$ cat src/rtl/accel_poll_master.sv
// Avalon-MM polling master: reads the accelerometer X/Y/Z registers once per
// poll period and publishes each coherent triple with a one-cycle valid strobe.
module accel_poll_master #(
    parameter int unsigned POLL_CYCLES    = 50000,
    parameter int unsigned TIMEOUT_CYCLES = 255
) (
    input  logic        clk,
    input  logic        reset,
    input  logic        enable,
    input  logic        clear_err,
    output logic [1:0]  avm_address,
    output logic        avm_read,
    input  logic [31:0] avm_readdata,
    input  logic        avm_waitrequest,
    output logic [15:0] sample_x,
    output logic [15:0] sample_y,
    output logic [15:0] sample_z,
    output logic        sample_valid,
    output logic [15:0] sample_count,
    output logic        timeout_err,
    output logic        overrun_err
);

    localparam logic [23:0] TIMER_RELOAD = 24'(POLL_CYCLES - 1);
    localparam logic [15:0] STALL_LIMIT  = 16'(TIMEOUT_CYCLES - 1);

    typedef enum logic [2:0] {IDLE, RD_X, RD_Y, RD_Z, DONE} state_t;

    state_t      state;
    logic [23:0] timer;
    logic [15:0] stall_count;
    logic [15:0] shadow_x;
    logic [15:0] shadow_y;
    logic        tick;
    logic        in_read;
    logic        abort;
    logic        unused_readdata_hi;

    assign tick    = enable && (timer == '0);
    assign in_read = (state == RD_X) || (state == RD_Y) || (state == RD_Z);
    // Abort on the TIMEOUT_CYCLES-th consecutive stall cycle of a single read.
    assign abort   = in_read && avm_waitrequest && (stall_count == STALL_LIMIT);

    assign unused_readdata_hi = ^avm_readdata[31:16];

    // Start-to-start poll timer; frozen at its reload value while disabled.
    always_ff @(posedge clk) begin
        if (reset) begin
            timer <= TIMER_RELOAD;
        end else if (!enable || tick) begin
            timer <= TIMER_RELOAD;
        end else begin
            timer <= timer - 24'd1;
        end
    end

    always_ff @(posedge clk) begin
        if (reset) begin
            timeout_err <= 1'b0;
            overrun_err <= 1'b0;
        end else begin
            if (clear_err) begin
                timeout_err <= 1'b0;
                overrun_err <= 1'b0;
            end
            // NOTE: the later non-blocking assignment wins, so an error event in
            // the same cycle as clear_err leaves the flag set.
            if (abort) begin
                timeout_err <= 1'b1;
            end
            if (tick && (state != IDLE)) begin
                overrun_err <= 1'b1;
            end
        end
    end

    always_ff @(posedge clk) begin
        if (reset) begin
            state        <= IDLE;
            avm_read     <= 1'b0;
            avm_address  <= 2'd0;
            stall_count  <= '0;
            shadow_x     <= '0;
            shadow_y     <= '0;
            sample_x     <= '0;
            sample_y     <= '0;
            sample_z     <= '0;
            sample_valid <= 1'b0;
            sample_count <= '0;
        end else begin
            sample_valid <= 1'b0;
            case (state)
                IDLE: begin
                    if (tick) begin
                        state       <= RD_X;
                        avm_read    <= 1'b1;
                        avm_address <= 2'd0;
                        stall_count <= '0;
                    end
                end

                RD_X, RD_Y, RD_Z: begin
                    if (avm_waitrequest) begin
                        if (abort) begin
                            state       <= IDLE;
                            avm_read    <= 1'b0;
                            avm_address <= 2'd0;
                            stall_count <= '0;
                        end else begin
                            stall_count <= stall_count + 16'd1;
                        end
                    end else begin
                        stall_count <= '0;
                        if (state == RD_X) begin
                            shadow_x    <= avm_readdata[15:0];
                            avm_address <= 2'd1;
                            state       <= RD_Y;
                        end else if (state == RD_Y) begin
                            shadow_y    <= avm_readdata[15:0];
                            avm_address <= 2'd2;
                            state       <= RD_Z;
                        end else begin
                            // Publish all three axes on the same edge.
                            sample_x     <= shadow_x;
                            sample_y     <= shadow_y;
                            sample_z     <= avm_readdata[15:0];
                            sample_valid <= 1'b1;
                            sample_count <= sample_count + 16'd1;
                            avm_read     <= 1'b0;
                            avm_address  <= 2'd0;
                            state        <= DONE;
                        end
                    end
                end

                DONE: begin
                    state <= IDLE;
                end

                default: begin
                    state    <= IDLE;
                    avm_read <= 1'b0;
                end
            endcase
        end
    end

endmodule
$ cat config.mk
export PLATFORM = sky130hd
export DESIGN_NAME = accel_poll_master
export DESIGN_NICKNAME = d
export VERILOG_FILES = /design/src/rtl/accel_poll_master.sv
export SDC_FILE = /design/constraint.sdc
export NUM_CORES = 1
export LEC_CHECK = 0
export ABC_CLOCK_PERIOD_IN_PS = 2400
export CAP_MARGIN = 20
export CORE_MARGIN = 4
export CORE_UTILIZATION = 52
export DETAILED_ROUTE_END_ITERATION = 7
export PLACE_DENSITY_LB_ADDON = 0.2
export SLEW_MARGIN = 0
export SYNTH_ARGS = -nofsm -noshare
export SYNTH_HDL_FRONTEND = slang
export SYNTH_SLANG_ARGS = --single-unit
$ cat constraint.sdc
create_clock -name clk -period 2.4 [get_ports clk]
set_clock_uncertainty 0.2 [all_clocks]
set_input_delay 0.48 -clock clk [delete_from_list [all_inputs] [get_ports clk]]
set_output_delay 0.48 -clock clk [all_outputs]
set_load 0.02 [all_outputs]
==> impl_results.md <==
- Hpwl dp: 9920 um
- GP Congestion: 0.803
- Max-cap viol count: 0
- Die height: 113 um
- Vias per cell: 5.44
- Commonest cells after routing, fill and taps aside: nand2_1, dfxtp_1, a21oi_1
- Non-Filler Instances: 969
- CP top delay family: buffers and inverters
- Core Util, Final: 69.6%
- Gate power share: 8.5%
- Max-slew violations: 0
- Most common cell after layout, fill and taps aside: nand2_1
- Hold buffers post-CTS: 0
- Area Overhead vs Synth: 30.9%
- Initial antenna violation count: 0
- CTS Buf Count: 17
- Worst-Skew Late Latency: 0.54 ns
- Initial DRC count: 346
- Slowest CP cell: clkdlybuf4s50_1
- Grt met3 use: 6.58%
- Multi-input gate area: 2660 um^2
- Fin crit period: 2.30 ns
- Routed WL per cell: 15.3 um
- Outcome: complete, no violations
- Reg clk slew, reported paths: 0.06 ns
- Seq cells post-synth: 145
- CP max FO: 4
- Sequential share of the synthesized area: 50.4%
- GR Util met2: 39.8%
- Die Width: 113 um
- Antenna Nets Post-Route: 0
- FF/Latch Area: 2900 um^2
- GRT Overall Usage: 24.1%
- Fillers: 870
- Postcts setup bufs: 0
- Cell area after synthesis: 5760 um^2
- First-pass DRT Iterations: 5
- Final Hold Viols: 0
- RSZ-0062 raised after global routing: false
- # rows: 38
- Post-layout net count: 858
- Worst-Margin Slew: 0.560 ns
- Crit-path cells: clkdlybuf4s50_1
- Netlist cell types: 47
- Syn Inst Count: 717
- P_sw: 0.00138 W
- Final period util: 95.7%
- Placed Cells: 937
- Clk sinks: 145
- Kind of critical path: reg2out
- I/O Buffers: 90
- P_leak: 2.52 nW
- I/O pin total: 107
- Number of global-route vias before repair: 5286
- Startpoint Class: register
- Max rail drop VDD: 0.000438 V
- Net Sw Frac: 23.9%
- Buf/Inv on CP: 1
- Clock power frac: 47.6%
- H-tree Lvls: 4
- Final-report setup violation count: 0
- Global route total overflow: 0
- Hold Crit Class: in2reg
- Met1 Usage GRT: 29.3%
- Crit end category: output pin
- Slew headroom: 62.7%
- Placeable Area: 10800 um^2
- PD cells: 763 nW/um^2
- Syn_nets: 759
- Ys Warns: 0
- Internal: 0.00438 W
- Starting Density: 53.2%
- First-pass GRT wire length: 24800 um
- Resized Gates After CTS: 0
- CTS max path bufs: 2
- Sequential share of power: 43.9%
- Hold Slack: 0.169 ns
- WP data required: 1.72 ns
- CTS tree: yes
- Achievable clock frequency: 435 MHz
- GR peak layer: met2
- Largest net degree at the start of global routing: 57
- Antenna diodes: 0
- Final Routed Wirelength: 14800 um
- Share of cells above drive strength 1: 9.53%
- DR vias: 5270
- Avg Inst Size Synth: 8.04 um^2
- # DRC: 0
- Die ar.: 12800 um^2
- CP max stage delay: 0.65 ns
- Arr. time, crit path: 1.62 ns
- Clock Tree Root: clkbuf_8
## power groups by stage
stage / registers, W / logic [W] / clock network [W]
after global routing: 0.00254 / 0.000541 / 0.00288
after CTS: 0.00253 / 0.000488 / 0.00277
after global placement: 0.00258 / 0.000467 / 0
final: 0.00253 / 0.000490 / 0.00274
after floorplan: 0.00257 / 0.000308 / 0
after detailed placement: 0.00258 / 0.000482 / 0
## logic make-up after synthesis
family,synth area share [%]
AO/OA/AOI/OAI,13.0
XOR/XNOR,4.86
adder cells (fa/ha/maj),1.09
buffers and inverters,3.71
flip-flops,50.4
multiplexers,0.174
AND/OR/NAND/NOR,26.8
## layer usage
layer	vias up	wire length, um
met3	30	900
met4	0	345
met5	-	0
met2	159	7180
met1	2465	6420
li1	2616	-
## path summary, 6_finish.rpt
path                                     start                          end  slack, ns  cells past startpoint
hold reg to reg            timer[0]$_SDFF_PP1_          timer[0]$_SDFF_PP1_       0.20                      1
hold / removal                           reset  stall_count[1]$_SDFFE_PP0P_       0.17                      2
setup / recovery  sample_count[0]$_SDFFE_PP0P_              sample_count[0]       0.10                      1
setup reg to reg           timer[0]$_SDFF_PP1_  stall_count[8]$_SDFFE_PP0P_       0.18                      8
## state kept, by name, indices dropped and copies added (netlist names)
register      flops
stall_count      16
timeout_err       1
sample_y         16
state             3
sample_z         16
shadow_x         16
avm_read          1
sample_x         16
avm_address       2
overrun_err       1
timer            24
sample_count     16
sample_valid      1
shadow_y         16
## cell usage after synthesis (all sizes together)
cell type / count / share of area, %
nor4bb: 2 / 0.35
a21boi: 1 / 0.13
and4: 4 / 0.61
ha: 5 / 1.1
a211oi: 11 / 1.4
xnor2: 21 / 3.2
nand3b: 1 / 0.13
nor3b: 2 / 0.26
or4: 3 / 0.39
nor4: 10 / 1.2
o31a: 1 / 0.15
mux2i: 1 / 0.17
nand2b: 8 / 0.87
a21oi: 100 / 8.8
nor3: 28 / 2.4
a22oi: 1 / 0.13
and3: 2 / 0.22
nor2: 57 / 3.8
o22ai: 1 / 0.11
nor4b: 1 / 0.15
o21ai: 9 / 0.91
o41ai: 1 / 0.15
buf: 9 / 1.0
nor2b: 3 / 0.33
o32ai: 1 / 0.15
o21a: 1 / 0.13
nand4bb: 1 / 0.20
inv: 7 / 0.46
nand3: 17 / 1.5
o32a: 1 / 0.17
xor2: 11 / 1.7
or3: 8 / 0.87
nand4: 6 / 0.65
nand2: 194 / 13
dfxtp: 145 / 50
a31oi: 5 / 0.54
or2: 3 / 0.33
a41oi: 1 / 0.15
clkbuf: 34 / 2.2
## final cells by class
type | instances | share of cell area (%)
inverters | 7 | 0.348
multi-input cells | 522 | 35.3
clock inverters | 11 | 2.02
flip-flops and latches | 145 | 38.5
clock buffers | 21 | 6.22
well taps | 140 | 2.32
repair buffers | 123 | 15.4
## metrics by stage
step           instance area (um^2)  setup WS (ns)  setup TNS (ns)  power, W
2_1_floorplan                  5760          0.339               0   0.00288
3_3_place_gp                   6930         -0.199           -1.23   0.00304
3_5_place_dp                   6930         -0.199           -2.90   0.00306
4_1_cts                        7550         0.0976               0   0.00578
5_1_grt                        7550         0.0295               0   0.00595
6_report                       7550          0.104               0   0.00575
(Power assumes the default switching activity.)
